**src/rtl/dbus_access_ctrl.sv**
```systemverilog
// Memory-stage data-bus sequencer: one outstanding access at a time.
// Aligns store data/strobe, extends load data and stalls MEM until done.
module dbus_access_ctrl #(
    parameter int ADDR_W = 32,
    parameter int DATA_W = 32
) (
    input  logic              clk,
    input  logic              reset,
    input  logic              req_valid,
    input  logic [3:0]        req_type,
    input  logic [ADDR_W-1:0] req_addr,
    input  logic [DATA_W-1:0] req_wdata,
    output logic              stall,
    output logic              resp_valid,
    output logic              resp_err,
    output logic [DATA_W-1:0] resp_rdata,
    output logic              dreq_valid,
    output logic [ADDR_W-1:0] dreq_addr,
    output logic [1:0]        dreq_size,
    output logic [3:0]        dreq_strobe,
    output logic [DATA_W-1:0] dreq_data,
    input  logic              dresp_addr_ok,
    input  logic              dresp_data_ok,
    input  logic [DATA_W-1:0] dresp_data
);

    localparam logic [3:0] T_LB  = 4'd1;
    localparam logic [3:0] T_LBU = 4'd2;
    localparam logic [3:0] T_LH  = 4'd3;
    localparam logic [3:0] T_LHU = 4'd4;
    localparam logic [3:0] T_LW  = 4'd5;
    localparam logic [3:0] T_SB  = 4'd6;
    localparam logic [3:0] T_SH  = 4'd7;
    localparam logic [3:0] T_SW  = 4'd8;

    typedef enum logic [1:0] {
        S_IDLE,
        S_REQ,
        S_WAIT,
        S_DONE
    } state_e;

    state_e            state_q, state_d;
    logic [3:0]        type_q, type_d;
    logic              dreq_valid_q, dreq_valid_d;
    logic [ADDR_W-1:0] dreq_addr_q, dreq_addr_d;
    logic [1:0]        dreq_size_q, dreq_size_d;
    logic [3:0]        dreq_strobe_q, dreq_strobe_d;
    logic [DATA_W-1:0] dreq_data_q, dreq_data_d;
    logic              resp_valid_q, resp_valid_d;
    logic              resp_err_q, resp_err_d;
    logic [DATA_W-1:0] resp_rdata_q, resp_rdata_d;

    logic              acc, misal;
    logic              is_byte, is_half, is_word, is_store;
    logic [4:0]        st_shamt, ld_shamt;
    logic [1:0]        al_size;
    logic [3:0]        al_strobe;
    logic [DATA_W-1:0] al_data;
    logic [DATA_W-1:0] ld_raw, ld_data;

    // Request decode and store alignment for the incoming instruction
    always_comb begin
        is_byte  = 1'b0;
        is_half  = 1'b0;
        is_word  = 1'b0;
        is_store = 1'b0;
        case (req_type)
            T_LB, T_LBU: is_byte = 1'b1;
            T_LH, T_LHU: is_half = 1'b1;
            T_LW:        is_word = 1'b1;
            T_SB: begin
                is_byte  = 1'b1;
                is_store = 1'b1;
            end
            T_SH: begin
                is_half  = 1'b1;
                is_store = 1'b1;
            end
            T_SW: begin
                is_word  = 1'b1;
                is_store = 1'b1;
            end
            default: ;
        endcase
    end

    assign acc   = req_valid & (is_byte | is_half | is_word);
    assign misal = (is_half & req_addr[0])
                 | (is_word & (req_addr[1:0] != 2'b00));

    assign st_shamt = {req_addr[1:0], 3'b000};
    assign al_size  = is_byte ? 2'd0 : (is_half ? 2'd1 : 2'd2);

    always_comb begin
        al_data   = '0;
        al_strobe = 4'b0000;
        if (is_store) begin
            al_data = req_wdata << st_shamt;
            if (is_byte)
                al_strobe = 4'b0001 << req_addr[1:0];
            else if (is_half)
                al_strobe = 4'b0011 << {req_addr[1], 1'b0};
            else
                al_strobe = 4'b1111;
        end
    end

    // Load extraction uses the captured type and byte offset
    assign ld_shamt = {dreq_addr_q[1:0], 3'b000};
    assign ld_raw   = dresp_data >> ld_shamt;

    always_comb begin
        ld_data = '0;
        case (type_q)
            T_LB:  ld_data = {{(DATA_W-8){ld_raw[7]}}, ld_raw[7:0]};
            T_LBU: ld_data = {{(DATA_W-8){1'b0}}, ld_raw[7:0]};
            T_LH:  ld_data = {{(DATA_W-16){ld_raw[15]}}, ld_raw[15:0]};
            T_LHU: ld_data = {{(DATA_W-16){1'b0}}, ld_raw[15:0]};
            T_LW:  ld_data = ld_raw;
            default: ;
        endcase
    end

    always_ff @(posedge clk or posedge reset) begin
        if (reset) begin
            state_q       <= S_IDLE;
            type_q        <= '0;
            dreq_valid_q  <= 1'b0;
            dreq_addr_q   <= '0;
            dreq_size_q   <= '0;
            dreq_strobe_q <= '0;
            dreq_data_q   <= '0;
            resp_valid_q  <= 1'b0;
            resp_err_q    <= 1'b0;
            resp_rdata_q  <= '0;
        end else begin
            state_q       <= state_d;
            type_q        <= type_d;
            dreq_valid_q  <= dreq_valid_d;
            dreq_addr_q   <= dreq_addr_d;
            dreq_size_q   <= dreq_size_d;
            dreq_strobe_q <= dreq_strobe_d;
            dreq_data_q   <= dreq_data_d;
            resp_valid_q  <= resp_valid_d;
            resp_err_q    <= resp_err_d;
            resp_rdata_q  <= resp_rdata_d;
        end
    end

    always_comb begin
        state_d = state_q;
        case (state_q)
            S_IDLE: if (acc) state_d = misal ? S_DONE : S_REQ;
            S_REQ: begin
                if (dresp_addr_ok)
                    state_d = dresp_data_ok ? S_DONE : S_WAIT;
            end
            S_WAIT: if (dresp_data_ok) state_d = S_DONE;
            S_DONE: state_d = S_IDLE;
            default: state_d = S_IDLE;
        endcase
    end

    // Registered outputs are computed for the state being entered
    always_comb begin
        type_d        = type_q;
        dreq_valid_d  = 1'b0;
        dreq_addr_d   = dreq_addr_q;
        dreq_size_d   = dreq_size_q;
        dreq_strobe_d = dreq_strobe_q;
        dreq_data_d   = dreq_data_q;
        resp_valid_d  = 1'b0;
        resp_err_d    = 1'b0;
        resp_rdata_d  = '0;
        case (state_q)
            S_IDLE: begin
                if (acc && misal) begin
                    resp_valid_d = 1'b1;
                    resp_err_d   = 1'b1;
                end else if (acc) begin
                    type_d        = req_type;
                    dreq_valid_d  = 1'b1;
                    dreq_addr_d   = req_addr;
                    dreq_size_d   = al_size;
                    dreq_strobe_d = al_strobe;
                    dreq_data_d   = al_data;
                end
            end
            S_REQ: begin
                if (dresp_addr_ok && dresp_data_ok) begin
                    resp_valid_d = 1'b1;
                    resp_rdata_d = ld_data;
                end else if (!dresp_addr_ok) begin
                    dreq_valid_d = 1'b1;
                end
            end
            S_WAIT: begin
                if (dresp_data_ok) begin
                    resp_valid_d = 1'b1;
                    resp_rdata_d = ld_data;
                end
            end
            default: ;
        endcase
    end

    assign stall       = acc & (state_q != S_DONE);
    assign resp_valid  = resp_valid_q;
    assign resp_err    = resp_err_q;
    assign resp_rdata  = resp_rdata_q;
    assign dreq_valid  = dreq_valid_q;
    assign dreq_addr   = dreq_addr_q;
    assign dreq_size   = dreq_size_q;
    assign dreq_strobe = dreq_strobe_q;
    assign dreq_data   = dreq_data_q;

endmodule

```
**config.mk**
```make
export PLATFORM = sky130hd
export DESIGN_NAME = dbus_access_ctrl
export DESIGN_NICKNAME = d
export VERILOG_FILES = /design/src/rtl/dbus_access_ctrl.sv
export SDC_FILE = /design/constraint.sdc
export NUM_CORES = 1
export LEC_CHECK = 0
export CAP_MARGIN = 20
export CORE_MARGIN = 2
export CORE_UTILIZATION = 45
export DETAILED_ROUTE_END_ITERATION = 16
export PLACE_DENSITY = 0.89
export SLEW_MARGIN = 40
export SYNTH_ARGS = -nofsm -noshare
export SYNTH_HDL_FRONTEND = slang
export SYNTH_SLANG_ARGS = --single-unit
```
**constraint.sdc**
```tcl
create_clock -name clk -period 4.2 [get_ports clk]
set_clock_uncertainty 0.1 [all_clocks]
set_input_delay 0.84 -clock clk [delete_from_list [all_inputs] [get_ports clk]]
set_output_delay 0.84 -clock clk [all_outputs]
set_load 0.02 [all_outputs]
```
# After elaboration in Yosys (flattened, before gate mapping)
# Cells that the tools add are included.
[word_totals]
register_bits = 111
wordCells = 82
output_inout_bits = 106
input_bits = 105
[classes]
n_shift = 4
mux = 30
n_reduce_logical = 10
n_eq_ne = 20
bitwise = 8
[ops]
columns = ["operator", "n"]
rows = [
  ["$pmux W32 S5", 1],
  ["$mux W32", 3],
  ["$pmux W32 S2", 1],
  ["$shl A32 B5 Y32", 1],
  ["$shr A32 B5 Y32", 1],
  ["$eq A4 B3 Y1 const B", 6],
  ["$eq A4 B2 Y1 const B", 4],
  ["$mux W1", 13],
  ["$mux W2", 6],
  ["$mux W4", 3],
  ["$reduce_or A3 Y1", 3],
  ["$eq A4 B1 Y1 const B", 2],
  ["$ne A2 B2 Y1 const B", 4],
  ["$pmux W2 S4", 1],
  ["$reduce_and A3 Y1", 2],
  ["$and A1 B1 Y1", 4],
  ["$eq A2 B2 Y1 const B", 2],
  ["$eq A4 B4 Y1 const B", 1],
  ["$shl A1 B2 Y4 const A", 1],
  ["$shl A2 B2 Y4 const A", 1],
  ["$or A1 B1 Y1", 3],
  ["$pmux W1 S3", 1],
  ["$eq A2 B1 Y1 const B", 1],
  ["$logic_and A1 B1 Y1", 2],
  ["5 further kinds", 5],
]

# Logic depth before layout (Yosys ltp)
# Gate-level depths: netlist of the first run.
[depth]
depth_word = 9
mapped_depth = 7

# Worst setup path after synthesis of the first run
# No wires, ideal clock.
[synth_path]
path_kind = "input to output"
startpoint = "input port req_type[1]"
endpoint = "output port stall"
setup_slack_ns = 1.624
cell_stages = 4
arrival_time_ns = 1.636
t_required_ns = 3.260
path_cell_list = "buf_2 o31ai_2 nand3_1 nor2_1"
[synth_via]
elab_chain_len = 7
elab_cells_between_ends = 18
cone_classes = "8 x eq/ne; 3 x mux; 4 x bitwise; 3 x reduce/logical"
[synth_rtl]
columns = ["item", "line", "rtl"]
rows = [
  ["start, declared", "10", "input logic [3:0] req_type,"],
  ["$eq A4 B3 Y1, or another cell as far along", "68", "case (req_type)"],
  ["$reduce_or A3 Y1 (no line)", "-", ""],
  ["$mux W1", "68", ""],
  ["$or A1 B1 Y1", "88", "assign acc = req_valid & (is_byte | is_half | is_word);"],
  ["$or A1 B1 Y1 *", "88", ""],
  ["$and A1 B1 Y1 *", "88", ""],
  ["$and A1 B1 Y1 *", "208", "assign stall = acc & (state_q != S_DONE);"],
  ["end, declared", "13", "output logic stall,"],
]
# Every way passes the cells marked *; elsewhere a longest branch is shown, timed or not.

# Final worst setup path of the first run
# Ends and elaborated chain as after synthesis.

==> impl_results.md, run 1 <==
- Run status: completed
- Area grow syn2layout: 44.6%
- Top cells by area in the synthesized netlist: dfrtp_1, mux2_4, mux2i_1, mux2_2, a211oi_1
- Final hold viol count: 0
- R2r startpoint: state_q[1]$_DFFE_PP0P_
- Layout Nets: 776
- Std-Cell Rows: 41
- Port Buffers: 210
- Largest net degree at the start of global routing: 88
- Die Ht: 116 um
- Critical path's largest stage delay: 620 ps
- Gr ovfl total: 0
- I/O pin total: 211
- Hold Path Class: reg -> reg
- GRT Total Usage: 22.7%
- # clock sinks: 111
- TritonCTS buffer count: 9
- Synth Net Count: 579
- Synth area leader: dfrtp_1
- Global-route wire length before repair: 23800 um
- Top cell type's share of synthesized area: 48.9%
- Vias: 4479
- Max Cap Viol: 0
- Flops & latches, synth: 111
- Slew Limit Fails: 0
- Clk pin slew, worst setup/hold paths: 70 ps
- ANT cells: 0
- Reg2reg path depth: 6
- Crit path from: req_type[1]
- Crit path cell chain: clkdlybuf4s50_1 -> or4_1 -> nand3_1 -> nor2_1 -> clkdlybuf4s50_1
- Worst-Skew Late Latency: 350 ps
- Post-route DRC violation count: 0
- Crit Path Max Fanout: 12
- Crit-path slowest cell: or4_1
- Vias in the first global route: 4647
- Tmin final: 3740 ps
- CTS Hold Bufs: 0
- Post-CTS Resized: 0
- Detailed Route WL: 15300 um
- P per Cell Area: 588 nW/um^2
- Most Frequent Cell on Critical Path: clkdlybuf4s50_1
- Layout cells sized above 1: 14.9%
- Placer Congestion: 0.858
- Worst Setup Start Kind: input pin
- R2r endpoint: resp_rdata[30]$_DFF_PP0_
- Vias per cell: 5.32
- Final setup violation count: 0
- Slew at the pin closest to its max-slew limit: 684 ps
- Pre-CTS setup slack: 467 ps
- Synth Instances: 469
- Worst setup path endpoint: stall
- Antenna violations before repair: 0
- Peak VDD IR: 0.392 mV
- Fmax: 267 MHz
- Starting Density: 45.5%
- Worst EP arrival: 2800 ps
- Relative slew slack: 54.3%
- Data required, critical path: 3260 ps
- DR iter-0 viols: 346
- R2R Setup Slk: 1590 ps
- Die width: 116 um
- Post-synth cell types: 46
- Period utilisation layout: 89.0%
- Setup TNS: 0 ps
- Syn_area_per_cell: 12.1 sq um
- H-tree levels: 3
- Die ar.: 13500 sq um
- Mapped Area: 5680 sq um
- RSZ-0062 raised after global routing: false
- Post-CTS setup buffer count: 0
- Element type at the critical path end: output pin
- Syn. warnings: 0
- Placed wire-length estimate: 11100 um
- TritonCTS clock tree: built
- Bufs on Longest Clock Path: 2
- Routed len/inst: 18.2 um
- Layout fillers: 944
- Pleak: 3.69 nW
- Total iterations of the first detailed-routing run: 4
- Fin worst setup slack: 462 ps
- Root buf cell: clkbuf_16
- Critical path class: in -> out
- Routed Antenna Nets: 0
- Register area share after synthesis: 48.9%
- Core area: 12500 sq um
==> per-layer routing <==
metal / GRT usage, % / routed length, um / vias up / part of all wire (%)
met2: 40.4 / 7990 / 201 / 52
met5: 0 / 0 / - / 0
met4: 7.78 / 249 / 0 / 1.6
li1: - / - / 2076 / -
met3: 5.66 / 1180 / 20 / 7.7
met1: 26.8 / 5900 / 2182 / 39
==> area by class of cell <==
cell class	instances	area, sq um	share of cell area (%)
Sequential cell	111	2780	33.9
Clock inverter	3	65.1	0.793
Timing Repair Buffer	220	2200	26.8
Clock buffer	12	267	3.25
Multi-Input combinational cell	299	2580	31.4
Inverter	25	101	1.24
Tap cell	172	215	2.62
==> synth_stat cells (all sizes together) <==
master / number
nor2: 30
nand3b: 2
and4b: 1
o22ai: 9
o21ba: 1
nand3: 4
and2: 7
nor3: 2
inv: 25
or4: 2
dfrtp: 111
o22a: 1
a21oi: 14
nor2b: 21
nor4b: 1
or4b: 1
a31oi: 2
o32ai: 8
ha: 5
o21ai: 8
a2111oi: 1
nor3b: 1
a221oi: 1
nand2: 12
o211ai: 1
mux2i: 42
a2bb2oi: 9
a21boi: 1
o31ai: 5
a21o: 1
clkbuf: 12
and3b: 1
a211oi: 32
buf: 22
mux2: 67
nand2b: 4
and4: 1
xnor2: 1
==> critical path: cells and delay by family <==
kind	cells	cell delay, ps
buffers and inverters	2	1140
AND/OR/NAND/NOR	3	810
==> power breakdown <==
group | internal, mW | total (mW) | leakage, nW | switching (mW)
logic | 1.16 | 2.23 | 2.07 | 1.08
clock network | 0.568 | 0.946 | 0.165 | 0.378
registers | 1.41 | 1.64 | 1.46 | 0.236
==> cell usage in the layout (no fill, tap or decap), drive strengths merged, types with 2 or more instances in the layout <==
cell type | synthesis | final
a211oi | 32 | 32
a21oi | 14 | 14
a2bb2oi | 9 | 9
a31oi | 2 | 2
and2 | 7 | 7
buf | 22 | 10
bufinv | 0 | 2
clkbuf | 12 | 12
clkdlybuf4s50 | 0 | 210
dfrtp | 111 | 111
ha | 5 | 5
inv | 25 | 25
mux2 | 67 | 67
mux2i | 42 | 42
nand2 | 12 | 12
nand2b | 4 | 4
nand3 | 4 | 4
nand3b | 2 | 2
nor2 | 30 | 30
nor2b | 21 | 21
nor3 | 2 | 2
o21ai | 8 | 8
o22ai | 9 | 9
o31ai | 5 | 5
o32ai | 8 | 8
or4 | 2 | 2
==> state kept, by name, indices dropped and copies added (netlist names), 2 cells and up <==
signal and cells:
dreq_addr 32, dreq_size 2, type_q 4, dreq_data 32, dreq_strobe 4, state_q 2, resp_rdata 32
==> cells by family after synthesis <==
family	share of synthesized area, %
compound gates	12.2
xor+xnor	0.154
fa+ha+maj	1.10
buf+inv	5.78
flops	48.9
mux	23.3
simple gates	8.44
==> worst min-delay path by stage <==
stage / from / to / slack, ps / cells after the start
after detailed placement: dreq_addr[22]$_DFFE_PP0P_ / dreq_addr[22]$_DFFE_PP0P_ / 390 / 1
after floorplan: type_q[3]$_DFFE_PP0P_ / type_q[3]$_DFFE_PP0P_ / 420 / 1
final: dreq_addr[22]$_DFFE_PP0P_ / dreq_addr[22]$_DFFE_PP0P_ / 410 / 1
after CTS: dreq_addr[22]$_DFFE_PP0P_ / dreq_addr[22]$_DFFE_PP0P_ / 410 / 1
after global routing: dreq_strobe[3]$_DFFE_PP0P_ / dreq_strobe[3]$_DFFE_PP0P_ / 420 / 1
after global placement: dreq_addr[30]$_DFFE_PP0P_ / dreq_addr[30]$_DFFE_PP0P_ / 390 / 1
==> stage by stage <==
step           cells  power [mW]  hold slack, ps  utilization [%]  area (sq um)
4_1_cts          842        4.86             408             65.8          8200
2_1_floorplan    469        2.94             417                -          5680
3_3_place_gp     827        3.82             386             63.1          7870
6_report         842        4.82             407             65.8          8210
3_5_place_dp     827        3.89             392             63.1          7870
5_1_grt          842        5.07             425             65.8          8210
Power figures use the tool's default switching activity.
==> inputs of run 2 (changes only) <==
- clock period: 4.2 -> 3.6 ns (I/O delays scaled with it)
==> run 2 against run 1 <==
  * Setup slack worse by 120 ps
  * Worst hold slack worse by 0.76 ps
  * Via count is 1.2% higher
  * Sequential share of layout area is 0.093 points higher
==> impl_results.md, run 2 (same netlist as run 1, synthesis figures left out) <==
- Run status: completed (unchanged)
- Global-route wire length before repair: 22600 um (was 23800 um)
- R2r startpoint: dreq_addr[1]$_DFFE_PP0P_ (was state_q[1]$_DFFE_PP0P_)
- Hold Path Cell Cnt: 1 (unchanged)
- Slew Limit Fails: 0 (unchanged)
- Crit path from: req_type[0] (was req_type[1])
- Die ar.: 13500 sq um (unchanged)
- DR iter-0 viols: 325 (was 346)
- Worst Setup Start Kind: input pin (unchanged)
- Layout Nets: 779 (was 776)
- Critical path class: in -> out (unchanged)
- Tmin final: 3260 ps
- TritonCTS buffer count: 9 (unchanged)
- P per Cell Area: 675 nW/um^2 (was 588 nW/um^2)
- Area grow syn2layout: 44.2% (was 44.6%)
- Slew at the pin closest to its max-slew limit: 622 ps (was 684 ps)
- Post-CTS Resized: 0 (unchanged)
- Core area: 12500 sq um (unchanged)
- Gr ovfl total: 0 (unchanged)
- Vias in the first global route: 4533 (was 4647)
- Vias: 4531 (was 4479)
- Port Buffers: 210 (unchanged)
- Post-CTS setup buffer count: 0 (unchanged)
- Antenna violations before repair: 0 (unchanged)
- Die Ht: 116 um (unchanged)
- Worst-Skew Late Latency: 340 ps (was 350 ps)
- Setup TNS: 0 ps (unchanged)
- Post-route core utilization: 65.6% (was 65.8%)
- Root buf cell: clkbuf_16 (unchanged)
- Max Cap Viol: 0 (unchanged)
- Period utilisation layout: 90.6%
- Pleak: 3.68 nW (was 3.69 nW)
- Vias per cell: 5.36 (was 5.32)
- Reg2reg path depth: 5 (was 6)
- Crit Path Max Fanout: 3 (was 12)
- Detailed Route WL: 14900 um (was 15300 um)
- RSZ-0062 raised after global routing: false (unchanged)
- Hold Path Class: reg -> reg (unchanged)
- Most frequent cells in the layout: clkdlybuf4s50_1, dfrtp_1, mux2i_1 (unchanged)
- Data required, critical path: 2780 ps (was 3260 ps)
- Starting Density: 45.5% (unchanged)
- Fin Hold WS: 407 ps (about the same)
- Total iterations of the first detailed-routing run: 4 (unchanged)
- Placer Congestion: 0.871 (was 0.858)
- Hold Path Sink: dreq_addr[30]$_DFFE_PP0P_ (was dreq_addr[22]$_DFFE_PP0P_)
- Layout cells sized above 1: 15.0% (was 14.9%)
- Peak VDD IR: 0.416 mV (was 0.392 mV)
- Std-Cell Rows: 41 (unchanged)
- Final hold viol count: 0 (unchanged)
- ANT cells: 0 (unchanged)
- GRT Total Usage: 21.7% (was 22.7%)
- Final setup violation count: 0 (unchanged)
- Fmax: 307 MHz
- R2R Setup Slk: 1190 ps (was 1590 ps)
- Commonest non-fill, non-tap cell in the layout: clkdlybuf4s50_1 (unchanged)
- Placed wire-length estimate: 10900 um (was 11100 um)
- # clock sinks: 111 (unchanged)
- Relative slew slack: 58.4% (was 54.3%)
- Die width: 116 um (unchanged)
- Final Non-Filler Cells: 845 (was 842)
- TritonCTS clock tree: built (unchanged)
- Bufs on Longest Clock Path: 2 (unchanged)
- H-tree levels: 3 (unchanged)
- Placed cells: 830 (was 827)
- Largest net degree at the start of global routing: 112 (was 88)
- CTS Hold Bufs: 0 (unchanged)
- Worst EP arrival: 2440 ps (was 2800 ps)
- R2r endpoint: resp_rdata[11]$_DFF_PP0_ (was resp_rdata[30]$_DFF_PP0_)
- Hold Crit Start: dreq_addr[30]$_DFFE_PP0P_ (was dreq_addr[22]$_DFFE_PP0P_)
- Element type at the critical path end: output pin (unchanged)
- Clk pin slew, worst setup/hold paths: 70 ps (about the same)
- Routed len/inst: 17.6 um (was 18.2 um)
- Routed Antenna Nets: 0 (unchanged)
- I/O pin total: 211 (unchanged)
- Post-route DRC violation count: 0 (unchanged)
[run 2: cell count changes in the layout (fill, tap and decap cells not counted)]
cell	delta
bufinv_16	-1
buf_4	+3
clkbuf_8	-2
clkbuf_1	+2
inv_8	-1
clkinvlp_4	+1
clkinv_4	+1
[run 2: area by class of cell]
type / count / area (sq um)
Fill cell: 924 / 4280
Sequential cell: 111 / 2780
Multi-Input combinational cell: 299 / 2580
Tap cell: 172 / 215
Clock inverter: 3 / 43.8
Clock buffer: 12 / 246
Inverter: 25 / 97.6
Timing Repair Buffer: 223 / 2220
[run 2: per-layer routing]
metal	wire length, um	track usage, %	vias to the layer above	part of all wire [%]
met1	5950	25.7	2243	40
met4	239	7.94	0	1.6
met2	7670	38.7	195	52
li1	-	-	2072	-
met3	1030	4.72	21	6.9
met5	0	0	-	0
[run 2: worst max-delay path, stage by stage]
cell and delay [ps]:
clkdlybuf4s50_1 460, or4_1 560, nand3_1 120, nor2_1 50
clkdlybuf4s50_1 530
[run 2: report_power, final]
group          switching (mW)  leakage (nW)  internal, mW  total [mW]
logic                    1.25          2.08          1.35        2.61
registers               0.285          1.46          1.64        1.93
clock network           0.437         0.143         0.556       0.993
total                    1.98          3.68          3.55        5.52
[run 2: worst max path at each step]
stage / endpoint / slack, ps / cells after the start
floorplan: dreq_addr[0]$_DFFE_PP0P_ / 1220 / 6
global placement: stall / 360 / 5
detailed placement: stall / 330 / 5
CTS: stall / 330 / 5
global route: stall / 270 / 5
finish: stall / 340 / 5
[run 2: stage by stage]
stage                     instance area, sq um  worst slack, ps  total power [mW]
after detailed placement                  7890              334              4.55
after global routing                      8180              274              5.81
final                                     8180              340              5.52
after CTS                                 8180              328              5.57
after floorplan                           5680             1220              3.43
after global placement                    7890              357              4.46
==> inputs of run 3 (changes only) <==
- CELL_PAD_IN_SITES_DETAIL_PLACEMENT: not set -> 0
- CELL_PAD_IN_SITES_GLOBAL_PLACEMENT: not set -> 2
- CORE_UTILIZATION: 45 -> 28
==> run 3 against run 2 <==
  * Wire length grew 7.9%
  * Non-clock buffer count grew 4
  * Critical path type unchanged
  * Combinational power is essentially flat
  * Global-route usage shrank 6.5 points
  * Highest routed layer unchanged
  * Clock-buffer cell count shrank 1
  * Flip-flop and latch count is the same
==> impl_results.md, run 3 (same netlist as run 1, synthesis figures left out) <==
- Run status: completed (unchanged)
- Slew Limit Fails: 0 (unchanged)
- Post-route DRC violation count: 0 (unchanged)
- Final setup violation count: 0 (unchanged)
- Worst-Skew Late Latency: 350 ps (was 340 ps)
- Top sig layer: met4 (unchanged)
- Clk pin slew, worst setup/hold paths: 70 ps (about the same)
- Post-CTS Resized: 0 (unchanged)
- Layout Nets: 783 (was 779)
- Worst Setup Start Kind: input pin (unchanged)
- # clock sinks: 111 (unchanged)
- Critical path's largest stage delay: 560 ps (about the same)
- Pleak: 3.68 nW (about the same)
- Routed length on met3: 1370 um (was 1030 um)
- I/O pin total: 211 (unchanged)
- Crit Path Max Fanout: 3 (unchanged)
- Most Frequent Cell on Critical Path: clkdlybuf4s50_1 (unchanged)
- Crit-path slowest cell: or4_1 (unchanged)
- Total iterations of the first detailed-routing run: 4 (unchanged)
- P per Cell Area: 662 nW/um^2 (was 675 nW/um^2)
- Antenna violations before repair: 0 (unchanged)
- Die width: 146 um (was 116 um)
- Data required, critical path: 2780 ps (about the same)
- Die ar.: 21400 sq um (was 13500 sq um)
- Layout cells sized above 1: 15.4% (was 15.0%)
- Bufs on Longest Clock Path: 2 (unchanged)
- Critical path class: in -> out (unchanged)
- CTS Hold Bufs: 0 (unchanged)
- Hold Path Class: reg -> reg (unchanged)
- Placed wire-length estimate: 12000 um (was 10900 um)
- H-tree levels: 3 (unchanged)
- Port Buffers: 210 (unchanged)
- Detailed Route WL: 16100 um (was 14900 um)
- DR iter-0 viols: 137 (was 325)
- Met2 routed WL: 7710 um (was 7670 um)
- TritonCTS buffer count: 9 (unchanged)
- Pre-CTS setup slack: 339 ps (was 334 ps)
- Crit path cell chain: clkdlybuf4s50_1 -> or4_1 -> nand3_1 -> nor2_1 -> clkdlybuf4s50_1 (unchanged)
- Global-route wire length before repair: 25900 um (was 22600 um)
- Die Ht: 146 um (was 116 um)
- Fmax: 306 MHz (was 307 MHz)
- Max Cap Viol: 0 (unchanged)
- Relative slew slack: 56.7% (was 58.4%)
- Area grow syn2layout: 46.7% (was 44.2%)
- Placer Congestion: 0.837 (was 0.871)
- Core area: 20000 sq um (was 12500 sq um)
- Gr ovfl total: 0 (unchanged)
- Std-Cell Rows: 52 (was 41)
- Commonest non-fill, non-tap cell in the layout: clkdlybuf4s50_1 (unchanged)
- Post-CTS setup buffer count: 0 (unchanged)
- Largest net degree at the start of global routing: 47 (was 112)
- ANT cells: 0 (unchanged)
- DRT met1 WL: 6650 um (was 5950 um)
- Vias per cell: 4.69 (was 5.36)
- Peak VDD IR: 0.265 mV (was 0.416 mV)
- Vias in the first global route: 4751 (was 4533)
- Starting Density: 28.3% (was 45.5%)
- Routed Antenna Nets: 0 (unchanged)
- Buf+Inv Stages, Crit Path: 2 (unchanged)
- Root buf cell: clkbuf_16 (unchanged)
- Slew at the pin closest to its max-slew limit: 649 ps (was 622 ps)
- Crit-path leading delay family: buffers and inverters (unchanged)
- Element type at the critical path end: output pin (unchanged)
- TritonCTS clock tree: built (unchanged)
- Worst EP arrival: 2440 ps (about the same)
- RSZ-0062 raised after global routing: false (unchanged)
- GRT Total Usage: 15.2% (was 21.7%)
- Tmin final: 3260 ps (about the same)
- Most frequent cells in the layout: clkdlybuf4s50_1, dfrtp_1, mux2i_1 (unchanged)
- Setup TNS: 0 ps (unchanged)
- Final hold viol count: 0 (unchanged)
- Period utilisation layout: 90.6% (about the same)
- Vias: 4440 (was 4531)
- Routed len/inst: 17.0 um (was 17.6 um)
- Fin worst setup slack: 337 ps (was 340 ps)
-- run 3: metrics by stage --
step	area (sq um)	hold slack [ps]	cells	utilization, %	power (mW)
global route	8320	421	946	41.5	5.83
floorplan	5680	417	469	-	3.43
finish	8320	406	946	41.5	5.51
global placement	8050	387	932	40.1	4.52
detailed placement	8050	392	932	40.1	4.57
CTS	8320	409	946	41.5	5.59
-- run 3: path summary, 6_finish.rpt --
path                                            from                         to  slack (ps)  depth (start not counted)
max                                      req_type[0]                      stall         340                          5
min                        dreq_addr[15]$_DFFE_PP0P_  dreq_addr[15]$_DFFE_PP0P_         410                          1
max reg2reg                 dreq_addr[0]$_DFFE_PP0P_   resp_rdata[19]$_DFF_PP0_        1090                          5
min reg2reg                dreq_addr[15]$_DFFE_PP0P_  dreq_addr[15]$_DFFE_PP0P_         410                          1
max in group asynchronous                      reset  dreq_data[29]$_DFFE_PP0P_        2020                          3
min in group asynchronous                      reset  dreq_addr[29]$_DFFE_PP0P_         620                          2
-- run 3: area by class of cell --
| cell class | count | area [sq um] |
|---|---|---|
| sequential | 111 | 2780 |
| clock buffer | 11 | 233 |
| multi-input combinational | 299 | 2580 |
| fill | 1968 | 11700 |
| clock inverter | 3 | 46.3 |
| tap | 270 | 338 |
| timing repair buffer | 227 | 2250 |
| inverter | 25 | 97.6 |
-- run 3: per-layer routing --
| layer | vias to the layer above | global-route usage (%) |
|---|---|---|
| met5 | - | 0 |
| met4 | 0 | 5.24 |
| met3 | 25 | 5.09 |
| met2 | 182 | 25.8 |
| met1 | 2150 | 18.1 |
| li1 | 2083 | - |
-- run 3: report_power, final --
group / total, mW / internal (mW) / switching [mW]
Combinational: 2.61 / 1.35 / 1.26
Clock: 0.989 / 0.535 / 0.454
Sequential: 1.91 / 1.64 / 0.268
Total: 5.51 / 3.53 / 1.98
